--- config.mk ---
export PLATFORM = sky130hd
export DESIGN_NAME = led_mode_sequencer
export DESIGN_NICKNAME = d
export VERILOG_FILES = /design/src/rtl/led_mode_sequencer_pkg.sv /design/src/rtl/led_mode_sequencer_btn_debounce.sv /design/src/rtl/led_mode_sequencer.sv
export SDC_FILE = /design/constraint.sdc
export NUM_CORES = 1
export LEC_CHECK = 0
export CORE_MARGIN = 5
export CORE_UTILIZATION = 40
export DETAILED_ROUTE_END_ITERATION = 6
export DONT_BUFFER_PORTS = 1
export PLACE_DENSITY = 0.51
export RECOVER_POWER = 100
export SLEW_MARGIN = 20
export SYNTH_ARGS = -nofsm -noshare
export SYNTH_HDL_FRONTEND = slang
export SYNTH_HIERARCHICAL = 1
export SYNTH_SLANG_ARGS = --single-unit
--- constraint.sdc ---
create_clock -name i_clk -period 2.57 [get_ports i_clk]
set_clock_uncertainty 0.1 [all_clocks]
set_input_delay 0.514 -clock i_clk [delete_from_list [all_inputs] [get_ports i_clk]]
set_output_delay 0.514 -clock i_clk [all_outputs]
set_load 0.05 [all_outputs]
--- src/rtl/led_mode_sequencer_pkg.sv ---
// Purpose: shared encodings for the LED mode sequencer and the pattern generator it drives.
// Latency: n/a (types, constants and a pure function only).
// Backpressure: n/a.
package led_mode_sequencer_pkg;

    // Sequencer FSM states; the values are shared with other blocks in the LED controller.
    typedef enum logic [1:0] {
        ST_MANUAL     = 2'd0,
        ST_AUTO_RUN   = 2'd1,
        ST_AUTO_PAUSE = 2'd2
    } seq_state_t;

    // Pattern mode encodings understood by the pattern generator.
    localparam logic [1:0] MODE_0 = 2'd0;
    localparam logic [1:0] MODE_1 = 2'd1;
    localparam logic [1:0] MODE_2 = 2'd2;
    localparam logic [1:0] MODE_3 = 2'd3;

    // Next pattern mode, wrapping from the last implemented mode back to MODE_0.
    function automatic logic [1:0] next_mode(input logic [1:0] cur, input int num_modes);
        logic [1:0] last;
        last = 2'(num_modes - 1);
        return (cur == last) ? MODE_0 : cur + 2'd1;
    endfunction

endpackage

--- src/rtl/led_mode_sequencer_btn_debounce.sv ---
// Purpose: synchronise and debounce one raw pushbutton, emit a one-cycle press pulse on its accepted rising edge.
// Latency: raw rise sampled at edge 0 -> accepted level at edge 1+DEBOUNCE_CYCLES -> press pulse one edge later.
// Backpressure: none; the press pulse is a single-cycle event with no handshake.
//
// Ports:
//   i_clk, i_rst_n : clock, asynchronous active-low reset
//   i_btn          : raw asynchronous button level, active-high
//   o_press        : one-cycle pulse per accepted press (release produces nothing)
module btn_debounce #(
    parameter int DEBOUNCE_CYCLES = 1000000
) (
    input  logic i_clk,
    input  logic i_rst_n,
    input  logic i_btn,
    output logic o_press
);

    localparam int CW = (DEBOUNCE_CYCLES > 2) ? $clog2(DEBOUNCE_CYCLES) : 1;
    localparam logic [CW-1:0] CNT_LAST = CW'(DEBOUNCE_CYCLES - 1);

    logic          r_meta;
    logic          r_sync;
    logic          r_level;
    logic          r_level_d;
    logic          r_press;
    logic [CW-1:0] r_cnt;

    always_ff @(posedge i_clk or negedge i_rst_n) begin
        if (!i_rst_n) begin
            r_meta    <= 1'b0;
            r_sync    <= 1'b0;
            r_level   <= 1'b0;
            r_level_d <= 1'b0;
            r_press   <= 1'b0;
            r_cnt     <= '0;
        end else begin
            r_meta <= i_btn;
            r_sync <= r_meta;
            // Count consecutive cycles the synchronised input disagrees with the
            // accepted level; any agreement (a bounce back) restarts the run.
            if (r_sync != r_level) begin
                if (r_cnt == CNT_LAST) begin
                    r_level <= r_sync;
                    r_cnt   <= '0;
                end else begin
                    r_cnt <= r_cnt + CW'(1);
                end
            end else begin
                r_cnt <= '0;
            end
            r_level_d <= r_level;
            r_press   <= r_level & ~r_level_d;
        end
    end

    assign o_press = r_press;

endmodule

--- src/rtl/led_mode_sequencer.sv ---
// Purpose: pick the LED pattern mode and divider speed from buttons, auto-cycle switch and step tick.
// Latency: registered outputs; a consumed press/tick/switch event updates outputs on the following edge.
// Backpressure: none; tick and button presses are single-cycle events, never stalled.
//
// Ports:
//   i_clk, i_rst_n                       : clock, asynchronous active-low reset
//   i_btn_next, i_btn_pause, i_btn_speed : raw asynchronous pushbuttons, active-high
//   i_auto_en                            : slide switch, 1 = auto-cycle (synchronised, not debounced)
//   i_tick                               : one-cycle step pulse from the frequency divider
//   o_mode_out                           : pattern mode to the pattern generator
//   o_freq_sel                           : divider speed select, 0 = slow, 1 = fast
//   o_paused                             : high while auto-cycling is paused
//   o_mode_strobe                        : one-cycle pulse in the cycle o_mode_out takes a new value
module led_mode_sequencer
    import led_mode_sequencer_pkg::*;
#(
    parameter int DEBOUNCE_CYCLES = 1000000,
    parameter int DWELL_TICKS     = 16,
    parameter int NUM_MODES       = 4
) (
    input  logic       i_clk,
    input  logic       i_rst_n,
    input  logic       i_btn_next,
    input  logic       i_btn_pause,
    input  logic       i_btn_speed,
    input  logic       i_auto_en,
    input  logic       i_tick,
    output logic [1:0] o_mode_out,
    output logic       o_freq_sel,
    output logic       o_paused,
    output logic       o_mode_strobe
);

    localparam int DW = (DWELL_TICKS > 2) ? $clog2(DWELL_TICKS) : 1;
    localparam logic [DW-1:0] DWELL_LAST = DW'(DWELL_TICKS - 1);

    logic w_next_press;
    logic w_pause_press;
    logic w_speed_press;

    btn_debounce #(.DEBOUNCE_CYCLES(DEBOUNCE_CYCLES)) u_deb_next (
        .i_clk   (i_clk),
        .i_rst_n (i_rst_n),
        .i_btn   (i_btn_next),
        .o_press (w_next_press)
    );

    btn_debounce #(.DEBOUNCE_CYCLES(DEBOUNCE_CYCLES)) u_deb_pause (
        .i_clk   (i_clk),
        .i_rst_n (i_rst_n),
        .i_btn   (i_btn_pause),
        .o_press (w_pause_press)
    );

    btn_debounce #(.DEBOUNCE_CYCLES(DEBOUNCE_CYCLES)) u_deb_speed (
        .i_clk   (i_clk),
        .i_rst_n (i_rst_n),
        .i_btn   (i_btn_speed),
        .o_press (w_speed_press)
    );

    logic          r_auto_meta;
    logic          r_auto_sync;
    seq_state_t    r_state;
    seq_state_t    w_state_nxt;
    logic [DW-1:0] r_dwell;
    logic [DW-1:0] w_dwell_nxt;
    logic [1:0]    r_mode;
    logic          r_freq_sel;
    logic          r_paused;
    logic          r_mode_strobe;
    logic          w_advance;

    // Leaving auto mode outranks every same-cycle press; entering auto swallows
    // a same-cycle next press. Expiry and next press together advance only once.
    always_comb begin
        w_state_nxt = r_state;
        w_dwell_nxt = r_dwell;
        w_advance   = 1'b0;
        case (r_state)
            ST_MANUAL: begin
                if (r_auto_sync) begin
                    w_state_nxt = ST_AUTO_RUN;
                    w_dwell_nxt = '0;
                end else if (w_next_press) begin
                    w_advance = 1'b1;
                end
            end
            ST_AUTO_RUN: begin
                if (!r_auto_sync) begin
                    w_state_nxt = ST_MANUAL;
                    w_dwell_nxt = '0;
                end else begin
                    if (w_next_press || (i_tick && (r_dwell == DWELL_LAST))) begin
                        w_advance   = 1'b1;
                        w_dwell_nxt = '0;
                    end else if (i_tick) begin
                        w_dwell_nxt = r_dwell + DW'(1);
                    end
                    if (w_pause_press) begin
                        w_state_nxt = ST_AUTO_PAUSE;
                    end
                end
            end
            ST_AUTO_PAUSE: begin
                if (!r_auto_sync) begin
                    w_state_nxt = ST_MANUAL;
                    w_dwell_nxt = '0;
                end else begin
                    // Ticks are ignored here so the dwell count stays frozen.
                    if (w_next_press) begin
                        w_advance   = 1'b1;
                        w_dwell_nxt = '0;
                    end
                    if (w_pause_press) begin
                        w_state_nxt = ST_AUTO_RUN;
                    end
                end
            end
            default: begin
                w_state_nxt = ST_MANUAL;
                w_dwell_nxt = '0;
            end
        endcase
    end

    always_ff @(posedge i_clk or negedge i_rst_n) begin
        if (!i_rst_n) begin
            r_auto_meta   <= 1'b0;
            r_auto_sync   <= 1'b0;
            r_state       <= ST_MANUAL;
            r_dwell       <= '0;
            r_mode        <= MODE_0;
            r_freq_sel    <= 1'b0;
            r_paused      <= 1'b0;
            r_mode_strobe <= 1'b0;
        end else begin
            r_auto_meta   <= i_auto_en;
            r_auto_sync   <= r_auto_meta;
            r_state       <= w_state_nxt;
            r_dwell       <= w_dwell_nxt;
            r_mode        <= w_advance ? next_mode(r_mode, NUM_MODES) : r_mode;
            r_mode_strobe <= w_advance;
            r_paused      <= (w_state_nxt == ST_AUTO_PAUSE);
            r_freq_sel    <= r_freq_sel ^ w_speed_press;
        end
    end

    assign o_mode_out    = r_mode;
    assign o_freq_sel    = r_freq_sel;
    assign o_paused      = r_paused;
    assign o_mode_strobe = r_mode_strobe;

endmodule

* Yosys cells after proc, flatten, opt, wreduce, memory -nomap -nowiden
Index checks and enable logic that the tools add are counted.
Cells by class: bitwise gates (word level) 7, divide/modulo/power cells 0, reductions and logical operators 7, order comparisons 0, $add $sub $neg 5, multiplexer cells 26, $mul 0, equal/unequal tests 14, shift operators 0
Operators with widths (count):
- $mux 20 | 6
- $add 20x1->20 const B | 3
- $eq 20x20->1 const B | 3
- $mux 4 | 6
- $mux 2 | 6
- $pmux 4 s3 | 1
- $eq 2x2->1 const B | 3
- $pmux 2 s3 | 1
- $reduce_and 2->1 | 3
- $mux 1 | 5
- $add 4x1->4 const B | 1
- $eq 4x4->1 const B | 1
- $ne 4x4->1 const B | 1
- $and 1x1->1 | 3
- $ne 1x1->1 | 3
- $ne 3x2->1 const B | 1
- $not 1->1 | 3
- $pmux 1 s3 | 1
- $reduce_and 3->1 | 1
- $add 2x1->2 const B | 1
- $eq 2x1->1 const B | 1
- $logic_not 2->1 | 1
- $ne 2x2->1 const B | 1
- $logic_and 1x1->1 | 1
- other kinds (2) | 2
Storage, ports and cells: bits of input ports 7, word-level logic and storage cells 85, bits in latches 0, output and inout port bits 5, bits in writable memories 0, register bits after elaboration 88, memories kept 0, ROM bits 0

* Depth between registers and ports, before layout
Gate-level depths: netlist of the first run.
depth in word-level cells 6, gate-level depth with buffers 6, gate-level depth less buffers 6

* Modules after synthesis
Netlist of the first run, hierarchy kept.
By module, submodules not included:
- btn_debounce | cells an instance 109, area an instance 1171.1 µm², seq. area each 625.6 µm², instances 3
- led_mode_sequencer | cells an instance 61, area an instance 689.4 µm², seq. area each 325.3 µm², instances 1

* Worst setup path after synthesis of the first run
No wires, ideal clock.
path type register -> register, start register u_deb_next.r_cnt[0], end register u_deb_next.r_cnt[18], clock period less this slack 1884 ps, setup time 78 ps, setup slack 686 ps, required time 2392 ps, cell stages (with the launch flop) 7, path buffers 1, data arrival time 1706 ps, path through dfrtp_1 > ha_1 > nand2_1 > or3_1 > buf_2 > or4_1 > a21oi_1
On the way: cells in the longest elaborated chain, start to end 3, elaborated cells on any way between the ends 4, those cells by class add/sub (1); eq/ne (1); mux (2)
Ends and longest elaborated chain:
- start: declaration | RTL line led_mode_sequencer_btn_debounce.sv:26 | logic [CW-1:0] r_cnt;
- start signal: assignment | RTL line led_mode_sequencer_btn_debounce.sv:46 | r_cnt <= r_cnt + CW'(1);
- $add 20x1->20 or $eq 20x20->1 (tied branches) | RTL line led_mode_sequencer_btn_debounce.sv:46, led_mode_sequencer_btn_debounce.sv:42
- $mux 20 (*) | RTL line led_mode_sequencer_btn_debounce.sv:42 | if (r_cnt == CNT_LAST) begin
- $mux 20 (*) | RTL line led_mode_sequencer_btn_debounce.sv:41 | if (r_sync != r_level) begin
Every way passes the cells marked *; elsewhere a longest branch is shown, timed or not. A chain may end at the register's enable or synchronous reset.

* Worst setup path after layout of the first run
start register r_state[0], end register r_mode[0], in the netlist o_mode_out[0]
On the way: cells in the longest elaborated chain, start to end 2, elaborated cells on any way between the ends 4, those cells by class eq/ne (2); mux (1); reduce/logical (1)
Ends and longest elaborated chain:
- start: declaration | RTL line led_mode_sequencer.sv:64 | seq_state_t r_state;
- start signal: assignment | RTL line led_mode_sequencer.sv:140 | r_state <= w_state_nxt;
- $eq 2x2->1 (tied with other cells) | RTL line led_mode_sequencer.sv:80 | case (r_state)
- $pmux 1 s3 (*) | RTL line led_mode_sequencer.sv:80
- named net w_advance | RTL line led_mode_sequencer.sv:72 | logic w_advance;
- end signal: assignment | RTL line led_mode_sequencer.sv:142 | r_mode <= w_advance ? next_mode(r_mode, NUM_MODES) : r_mode;
- end: declaration | RTL line led_mode_sequencer.sv:68 | logic [1:0] r_mode;
The timed path passes the listed nets; every way through them passes the cells marked *.

==> results of run 1 <==
cells in the mapped netlist (all sizes together):
cell type and n:
nand3 25, a211o 2, or3 15, o31ai 6, nor3 2, or4 9, nor4 7, mux2 6
xnor2 15, o22a 2, and4 12, dfrtp 88, o21ai 14, a211oi 1, nand2b 2, nand4 4
nand3b 1, o21a 1, xor2 25, nand4b 3, nor2b 7, a21oi 21, inv 6, o41ai 4
and3 13, nor2 44, nor4b 6, buf 9, mux2i 1, nand2 27, o22ai 1, ha 9
power by group through the flow:
stage          logic, mW  registers, mW  clock network [mW]
6_report           0.182           1.49                1.08
5_1_grt            0.213           1.49                1.18
4_1_cts            0.202           1.49                1.13
3_5_place_dp       0.201           1.51                   0
3_3_place_gp       0.199           1.51                   0
2_1_floorplan      0.161           1.50                   0
sequential cells by signal, summed over array words and instances (netlist names), 2 cells and up:
| name | cells |
|---|---|
| r_dwell | 4 |
| r_state | 2 |
| u_deb_next/r_cnt | 20 |
| u_deb_pause/r_cnt | 20 |
| u_deb_speed/r_cnt | 20 |
| o_mode_out | 2 |
logic make-up (layout without fill, tap and decap cells):
family / Yosys count / count (layout) / share of synthesized area (%)
mux: 7 / 7 / 2.024
buf+inv: 15 / 29 / 1.608
fa+ha+maj: 9 / 9 / 2.679
compound gates: 52 / 52 / 9.199
flops: 88 / 88 / 52.40
simple gates: 177 / 177 / 23.76
xor+xnor: 40 / 40 / 8.336
stage by stage:
step	utilization (%)	instance area (um2)	power, mW
after floorplan	-	4203	1.663
after global placement	42.62	4380	1.712
after detailed placement	42.62	4380	1.716
after CTS	44.86	4611	2.816
after global routing	43.91	4513	2.889
final	43.91	4513	2.745
routing by layer:
layer,track usage [%],wire (um)
met2,19.83,3377
met1,17.71,3841
met5,0,0
met3,4.043,252
met4,3.846,110
worst max-delay path: cells and delay by family (launching register included):
kind | cells | cell delay, ps
adders and majority gates | 1 | 260
AOI/OAI and AO/OA | 1 | 790
muxes | 1 | 350
buffers and inverters | 1 | 90
DFF | 1 | 440
worst paths after layout:
path	from	endpoint	cells after the start
worst max-delay path	r_state[0]$_DFF_PN0_	o_mode_out[0]$_DFFE_PN0P_	4
worst min-delay path	i_rst_n	u_deb_pause/r_cnt[5]$_DFF_PN0_	0
worst max register to register	r_state[0]$_DFF_PN0_	o_mode_out[0]$_DFFE_PN0P_	4
worst min register to register	r_auto_meta$_DFF_PN0_	r_auto_sync$_DFF_PN0_	0
max in group asynchronous	i_rst_n	u_deb_speed/r_cnt[15]$_DFF_PN0_	0
min in group i_clk	i_btn_next	u_deb_next/r_meta$_DFF_PN0_	0
final cells by class:
cell class | count | area share (%)
flip-flops and latches | 88 | 48.79
multi-input cells | 285 | 41.17
well taps | 136 | 3.770
clock inverters | 6 | 2.052
clock buffers | 10 | 3.050
inverters | 6 | 0.4990
repair buffers | 7 | 0.6654
==> results.sh, run 1 <==
export IMPL_cpPeakStageDelay_ps=790
export IMPL_path_cells="inv_1, ha_1, o41ai_1, mux2_4"
export IMPL_area_growth_pct=7.383
export IMPL_grt_overflow_total=0
export IMPL_crit_arrival_ps=2280
export IMPL_ant_nets=0
export IMPL_worstMarginPinSlew_ps=809.3
export IMPL_pin_count=12
export IMPL_setup_slack_ps=427.2
export IMPL_die_h_um=112.5
export IMPL_placed_cells=522
export IMPL_netSwitchingPower_uw=663.1
export IMPL_maxCapViolations=0
export IMPL_synth_top_area_share_pct=52.40
export IMPL_relSlewSlack_pct=45.34
export IMPL_critPathSlowestCell="o41ai_1"
export IMPL_setup_viol=0
export IMPL_timing_final_crit_share_pct=83.38
export IMPL_syn_inst=388
export IMPL_synth_area_leaders="dfrtp_1 52%, xor2_1 5.2%, nor2_1 3.9%"
export IMPL_grt_pass1_wl_um=13500
export IMPL_cts_buffer_depth=2
export IMPL_crit_required_ps=2710
export IMPL_grt_max_degree=89
export IMPL_synth_ff_latch_count=88
export IMPL_stdcell_count=538
export IMPL_rows=37
export IMPL_seqPwrFrac_pct=54.2
export IMPL_p_per_area_nw_per_um2=608.3
export IMPL_syn_area_um2=4203
export IMPL_first_iter_violations=128
export IMPL_grt_pass1_vias=2795
export IMPL_hpwl_um=5085
export IMPL_portBuffers=0
export IMPL_die_area_um2=12660
export IMPL_layout_commonest_cell="dfrtp_1"
export IMPL_status="complete, but fails checks"
export IMPL_most_common_layout_cells="88 x dfrtp_1, 44 x nor2_1, 27 x nand2_1"
export IMPL_initial_utilization_pct=40.89
export IMPL_multiInputGateArea_um2=1858
export IMPL_timing_hold_ws_ps=-250.3
export IMPL_nNetsFinal=413
export IMPL_diodes=0
export IMPL_comb_power_share_pct=6.6
export IMPL_postSynthAreaPerCell_um2=10.83
export IMPL_reg2reg_setup_slack_ps=430
export IMPL_violations="hold timing"
export IMPL_clkPwrFrac_pct=39.2
export IMPL_synth_nets=404
export IMPL_fin_crit_ps=2143
export IMPL_fill_cells=1005
export IMPL_fmaxAchievable_ghz=0.4667
export IMPL_numCtsBuffers=9
export IMPL_ys_warnings_count=6
export IMPL_htree_levels=3
export IMPL_cp_end_kind="flop"
export IMPL_leakagePower_nw=1.903
export IMPL_drive_gt1_share_pct=6.468
export IMPL_clk_latency_ps=350
export IMPL_critical_path_class="flop to flop"
export IMPL_ir_drop_uv=360.7
export IMPL_drc=0
export IMPL_via_per_inst=5.217
export IMPL_antenna_found_initial=0
export IMPL_rsz0062_at_grt="false"
export IMPL_finalSetupTns_ps=0
export IMPL_cts_root_buf="clkbuf_8"
export IMPL_clk_pin_slew_ps=90
export IMPL_cts_setup_buffers=0
export IMPL_pre_cts_slack_ps=545.0
export IMPL_first_pass_iters=4
export IMPL_synth_cell_type_count=35
export IMPL_path_max_fanout=5
export IMPL_seq_area_frac_synth_pct=52.40
export IMPL_power_internal_mw=2.082
export IMPL_slew_viol_final=0
export IMPL_fp_coreArea_um2=10280
export IMPL_cts_tree="built"
export IMPL_die_w_um=112.5
export IMPL_hold_violations=88
export IMPL_p_sw_share_pct=24.16
export IMPL_cts_sinks=88
export IMPL_yosysTopAreaCell="dfrtp_1"
export IMPL_start_kind="flop"
export IMPL_regArea_um2=2202
export IMPL_hold_path_class="input port to asynchronous set/reset pin"
export IMPL_drt_wl_total_um=7581
export IMPL_grt_use_total_pct=12.95
export IMPL_ctsResizeCount=0
export IMPL_avgRoutedWirePerCell_um=14.09
export IMPL_gp_congestion=0.7186
export IMPL_vias=2807
Power figures use the tool's default switching activity.
==> run 2, diff against run 1 <==
PLACE_DENSITY = 0.53   (was 0.51)
clock period = 1.8 ns   (was 2.57 ns; I/O delays follow)
==> run 2 against run 1 <==
  * The flow finishes with violations (hold timing, setup timing)
  * Non-clock buffer count up 75
  * Power is 40% higher
  * Final area is 19% higher
  * Routed wire length up 13%
  * Final cell count rose by 14%
  * Fmax up 18%
  * Largest cell class unchanged
  * Count of clock-buffer cells in the layout did not move
  * Global-route usage rose by 1.0 points
  * Utilization increased by 8.4 points
  * Clock power increased by 18%
  * Critical path depth increased by 1
==> results.sh, run 2 (same netlist as run 1, synthesis figures left out) <==
export IMPL_r2r_end="u_deb_pause/r_cnt[18]$_DFF_PN0_"
export IMPL_clk_latency_ps=360
export IMPL_drc=0
export IMPL_htree_levels=3
export IMPL_endpoint="u_deb_pause/r_cnt[18]$_DFF_PN0_"
export IMPL_worstMarginPinSlew_ps=495.4
export IMPL_status="complete, but fails checks"
export IMPL_fp_coreArea_um2=10280
export IMPL_cts_tree="built"
export IMPL_grt_use_total_pct=13.98
export IMPL_placed_cells=578
export IMPL_drt_wl_total_um=8553
export IMPL_slew_viol_final=0
export IMPL_clk_pin_slew_ps=90
export IMPL_first_pass_iters=4
export IMPL_gp_congestion=0.7654
export IMPL_relSlewSlack_pct=66.97
export IMPL_drive_gt1_share_pct=31.24
export IMPL_layout_commonest_cell="dfrtp_1"
export IMPL_via_per_inst=5.163
export IMPL_start_kind="flop"
export IMPL_setup_viol=2
export IMPL_timing_final_crit_share_pct=101.3
export IMPL_reg_largest_list="u_deb_next/r_cnt (20), u_deb_pause/r_cnt (20), u_deb_speed/r_cnt (20)"
export IMPL_cts_buffer_depth=2
export IMPL_wl_met2_um=3983
export IMPL_initial_utilization_pct=40.89
export IMPL_avgRoutedWirePerCell_um=13.95
export IMPL_die_w_um=112.5
export IMPL_fin_crit_ps=1823
export IMPL_wl_met3_um=214
export IMPL_crit_arrival_ps=2010
export IMPL_hold_violations=88
export IMPL_diodes=0
export IMPL_ir_drop_uv=413.2
export IMPL_violations="hold timing, setup timing"
export IMPL_crit_start="u_deb_pause/r_cnt[1]$_DFF_PN0_"
export IMPL_die_area_um2=12660
export IMPL_maxCapViolations=0
export IMPL_portBuffers=0
export IMPL_most_common_layout_cells="88 x dfrtp_1, 69 x buf_4, 44 x nor2_1"
export IMPL_antenna_found_initial=0
export IMPL_cp_end_kind="flop"
export IMPL_fmaxAchievable_ghz=0.5486
export IMPL_pin_count=12
export IMPL_crit_required_ps=1980
export IMPL_leakagePower_nw=2.420
export IMPL_cts_root_buf="clkbuf_8"
export IMPL_grt_max_degree=89
export IMPL_stdcell_count=613
export IMPL_reg2reg_setup_slack_ps=-20
export IMPL_area_growth_pct=27.93
export IMPL_reg2reg_depth=5
export IMPL_numCtsBuffers=9
export IMPL_cts_hold_buf=4
export IMPL_grt_pass1_vias=3080
export IMPL_fin_util_pct=52.31
export IMPL_ant_nets=0
export IMPL_pre_cts_slack_ps=-83.69
export IMPL_critical_path_class="flop to flop"
export IMPL_path_max_fanout=6
export IMPL_hold_path_class="input port to asynchronous set/reset pin"
export IMPL_rows=37
export IMPL_fill_cells=941
export IMPL_grt_overflow_total=0
export IMPL_setup_slack_ps=-22.96
export IMPL_vias=3165
export IMPL_timing_rr_start="u_deb_pause/r_cnt[1]$_DFF_PN0_"
export IMPL_timing_hold_ws_ps=-413.8
export IMPL_wl_met1_um=4196
export IMPL_grt_pass1_wl_um=14560
export IMPL_rsz0062_at_grt="true"
export IMPL_first_iter_violations=106
export IMPL_top_layer_used="met4"
export IMPL_p_per_area_nw_per_um2=714.1
export IMPL_cts_sinks=88
export IMPL_die_h_um=112.5
export IMPL_hpwl_um=5732
export IMPL_nNetsFinal=488
## run 2: cell types whose count changed in the layout (fill, tap and decap cells not counted), sizes merged
| cell | previous run | this run |
|---|---|---|
| clkinv | 2 | 4 |
| inv | 6 | 8 |
| clkbuf | 16 | 15 |
| bufinv | 2 | 0 |
| dlygate4sd3 | 0 | 4 |
| clkinvlp | 2 | 0 |
| buf | 1 | 73 |
## run 2: where the power goes
part / internal (mW) / leakage, nW / switching (mW)
Combinational: 0.237 / 1.12 / 0.212
Sequential: 2.04 / 1.20 / 0.0796
Clock: 0.545 / 0.0968 / 0.730
## run 2: final cells by class
cell class | count | area (um2) | area share (%)
clock buffers | 10 | 137.6 | 2.560
clock inverters | 6 | 41.29 | 0.7680
inverters | 6 | 22.52 | 0.4189
multi-input cells | 285 | 2173 | 40.42
flip-flops and latches | 88 | 2202 | 40.96
well taps | 136 | 170.2 | 3.165
repair buffers | 82 | 629.4 | 11.71
## run 2: routing by layer
metal	up-vias	global-route usage, %
met2	21	22.21
met5	-	0
li1	1560	-
met3	12	3.288
met4	0	4.808
met1	1572	18.82
## run 2: worst min-delay path by stage
stage	to	cells past startpoint	slack (ps)	startpoint
after floorplan	o_freq_sel$_DFF_PN0_	0	-40	i_rst_n
after global placement	o_mode_out[0]$_DFFE_PN0P_	0	-30	i_rst_n
after detailed placement	o_mode_out[0]$_DFFE_PN0P_	0	-30	i_rst_n
after CTS	u_deb_next/r_cnt[0]$_DFF_PN0_	0	-440	i_rst_n
after global routing	o_mode_out[0]$_DFFE_PN0P_	0	-440	i_rst_n
final	o_mode_out[0]$_DFFE_PN0P_	0	-410	i_rst_n
## run 2: metrics by stage
step | setup TNS [ps] | area (um2) | power, mW
2_1_floorplan | -24.52 | 4272 | 2.387
3_3_place_gp | -55.53 | 4870 | 2.494
3_5_place_dp | -239.9 | 4870 | 2.497
4_1_cts | -21.49 | 5174 | 3.850
5_1_grt | -1391 | 5376 | 4.031
6_report | -34.72 | 5376 | 3.839
## run 2: repair_timing
item | 4_1_cts | 5_1_grt
pin swaps | 3 | 14
endpoints found under the setup margin | 9 | 36
hold endpoints to repair | 92 | 88
buffers inserted | 6 | 8
resized for setup | 10 | 37
cloned | 0 | 1
## run 2: worst max-delay path, cell delays in order, from the launching register on
cell	delay, ps
dfrtp_1	430
ha_4	180
nand2_4	60
or3_4	430
or4_4	430
a21oi_2	120
==> run 3, diff against run 2 <==
RECOVER_POWER = unset   (was 100)
==> run 3 against run 2 <==
  * The run still ends with hold timing, setup timing left
  * Critical path depth unchanged
  * Setup slack improved by 4.1 ps
  * Non-clock buffer count unchanged
  * Largest power group unchanged
  * Combinational power increased by 0.9%
  * Utilization increased by 0.17 points
  * Clock power about the same
  * Routed wire length decreased by 0.46%
  * Sequential power about the same
  * Die area unchanged
  * Critical path type unchanged
==> results.sh, run 3 (same netlist as run 1, synthesis figures left out) <==
export IMPL_grt_pass1_wl_um=14560
export IMPL_timing_hold_ws_ps=-414.0
export IMPL_pin_count=12
export IMPL_cts_hold_buf=4
export IMPL_clk_pin_slew_ps=90
export IMPL_maxCapViolations=0
export IMPL_cts_buffer_depth=2
export IMPL_cpPeakStageDelay_ps=430
export IMPL_rows=37
export IMPL_die_area_um2=12660
export IMPL_path_max_fanout=6
export IMPL_nNetsFinal=488
export IMPL_die_h_um=112.5
export IMPL_initial_utilization_pct=40.89
export IMPL_antenna_found_initial=0
export IMPL_hold_path_class="input port to asynchronous set/reset pin"
export IMPL_htree_levels=3
export IMPL_vias=3158
export IMPL_critical_path_class="flop to flop"
export IMPL_ant_nets=0
export IMPL_timing_rr_start="u_deb_pause/r_cnt[1]$_DFF_PN0_"
export IMPL_die_w_um=112.5
export IMPL_pre_cts_slack_ps=-83.69
export IMPL_hold_violations=88
export IMPL_diodes=0
export IMPL_grt_max_degree=89
export IMPL_p_per_area_nw_per_um2=713.2
export IMPL_crit_start="u_deb_pause/r_cnt[1]$_DFF_PN0_"
export IMPL_fill_cells=938
export IMPL_violations="hold timing, setup timing"
export IMPL_first_iter_violations=104
export IMPL_cp_end_kind="flop"
export IMPL_most_common_layout_cells="88 x dfrtp_1, 74 x buf_4, 44 x nor2_1"
export IMPL_worstMarginPinSlew_ps=495.4
export IMPL_grt_use_total_pct=13.98
export IMPL_crit_arrival_ps=2000
export IMPL_fmaxAchievable_ghz=0.5498
export IMPL_fin_area_um2=5394
export IMPL_slew_viol_final=0
export IMPL_layout_commonest_cell="dfrtp_1"
export IMPL_start_kind="flop"
export IMPL_path_cells="ha_4, nand2_4, or3_4, or4_4, a21oi_2"
export IMPL_cts_sinks=88
export IMPL_rsz0062_at_grt="true"
export IMPL_grt_overflow_total=0
export IMPL_drc=0
export IMPL_first_pass_iters=4
export IMPL_fp_coreArea_um2=10280
export IMPL_clk_latency_ps=360
export IMPL_ir_drop_uv=413.0
export IMPL_setup_viol=2
export IMPL_via_per_inst=5.152
export IMPL_gp_congestion=0.7654
export IMPL_setup_slack_ps=-18.84
export IMPL_cts_root_buf="clkbuf_8"
export IMPL_placed_area_um2=4870
export IMPL_status="complete, but fails checks"
export IMPL_critPathSlowestCell="dfrtp_1"
export IMPL_relSlewSlack_pct=66.97
export IMPL_fin_crit_ps=1819
export IMPL_drt_wl_total_um=8514
export IMPL_area_growth_pct=28.34
export IMPL_portBuffers=0
export IMPL_hpwl_um=5732
export IMPL_reg_largest_list="u_deb_next/r_cnt (20), u_deb_pause/r_cnt (20), u_deb_speed/r_cnt (20)"
export IMPL_drive_gt1_share_pct=31.87
export IMPL_timing_final_crit_share_pct=101.0
export IMPL_avgRoutedWirePerCell_um=13.89
export IMPL_cts_tree="built"
export IMPL_finalSetupTns_ps=-30.67
export IMPL_numCtsBuffers=9
export IMPL_leakagePower_nw=2.425
export IMPL_crit_required_ps=1980
export IMPL_grt_pass1_vias=3080
==> run 3: cell count changes in the layout (fill, tap and decap cells not counted), sizes merged <==
cell	before	now
buf	73	78
clkbuf	15	10
==> run 3: metal layers <==
layer	vias up	part of all wire, %	global-route usage, %
met5	-	0	0
met4	0	1.9	4.808
met3	12	2.4	3.288
met2	19	47	22.21
met1	1567	49	18.82
li1	1560	-	-
==> run 3: worst max-delay path, delay by kind of cell, from the launching register on <==
kind / cells / cell delay, ps
simple gates: 3 / 910
flops: 1 / 430
fa+ha+maj: 1 / 180
compound gates: 1 / 120
==> run 3: stage by stage <==
| stage | instances | hold slack [ps] | power (mW) | util (%) |
|---|---|---|---|---|
| 6_report | 613 | -414.0 | 3.847 | 52.48 |
| 5_1_grt | 613 | -437.5 | 4.038 | 52.48 |
| 4_1_cts | 604 | -440.7 | 3.850 | 50.34 |
| 3_5_place_dp | 578 | -33.45 | 2.497 | 47.38 |
| 3_3_place_gp | 578 | -33.44 | 2.494 | 47.38 |
| 2_1_floorplan | 388 | -35.59 | 2.387 | - |
==> run 3: report_power, final <==
part,internal (mW),leakage [nW],switching (mW)
combinational,0.241,1.13,0.212
sequential,2.04,1.20,0.0822
clock,0.545,0.0968,0.731
total,2.82,2.43,1.03
==> run 3: path summary, 6_finish.rpt <==
path                                                        end  slack [ps]  cells after the start
worst max-delay path            u_deb_pause/r_cnt[18]$_DFF_PN0_         -20                      5
worst min-delay path                  o_mode_out[0]$_DFFE_PN0P_        -410                      0
worst max register to register  u_deb_pause/r_cnt[18]$_DFF_PN0_         -20                      5
worst min register to register            r_auto_sync$_DFF_PN0_         260                      0
max in group asynchronous       u_deb_pause/r_cnt[17]$_DFF_PN0_        1870                      0
min in group i_clk                      o_mode_strobe$_DFF_PN0_         210                      2
==> run 3: layout make-up <==
cell class              instances  area [um2]  share of cell area (%)
multi-input cells             285        2180                   40.41
inverters                       6       22.52                  0.4175
flip-flops and latches         88        2202                   40.83
well taps                     136       170.2                   3.155
repair buffers                 82       640.6                   11.88
clock buffers                  10       137.6                   2.552
clock inverters                 6       41.29                  0.7655
==> run 3: what timing repair did <==
item                                    CTS  global route
pin swaps                                 3            14
buffers inserted                          6             8
endpoints found under the hold margin    92            88
gates cloned                              0             1
resized for setup                        10            37
endpoints found under the setup margin    9            36
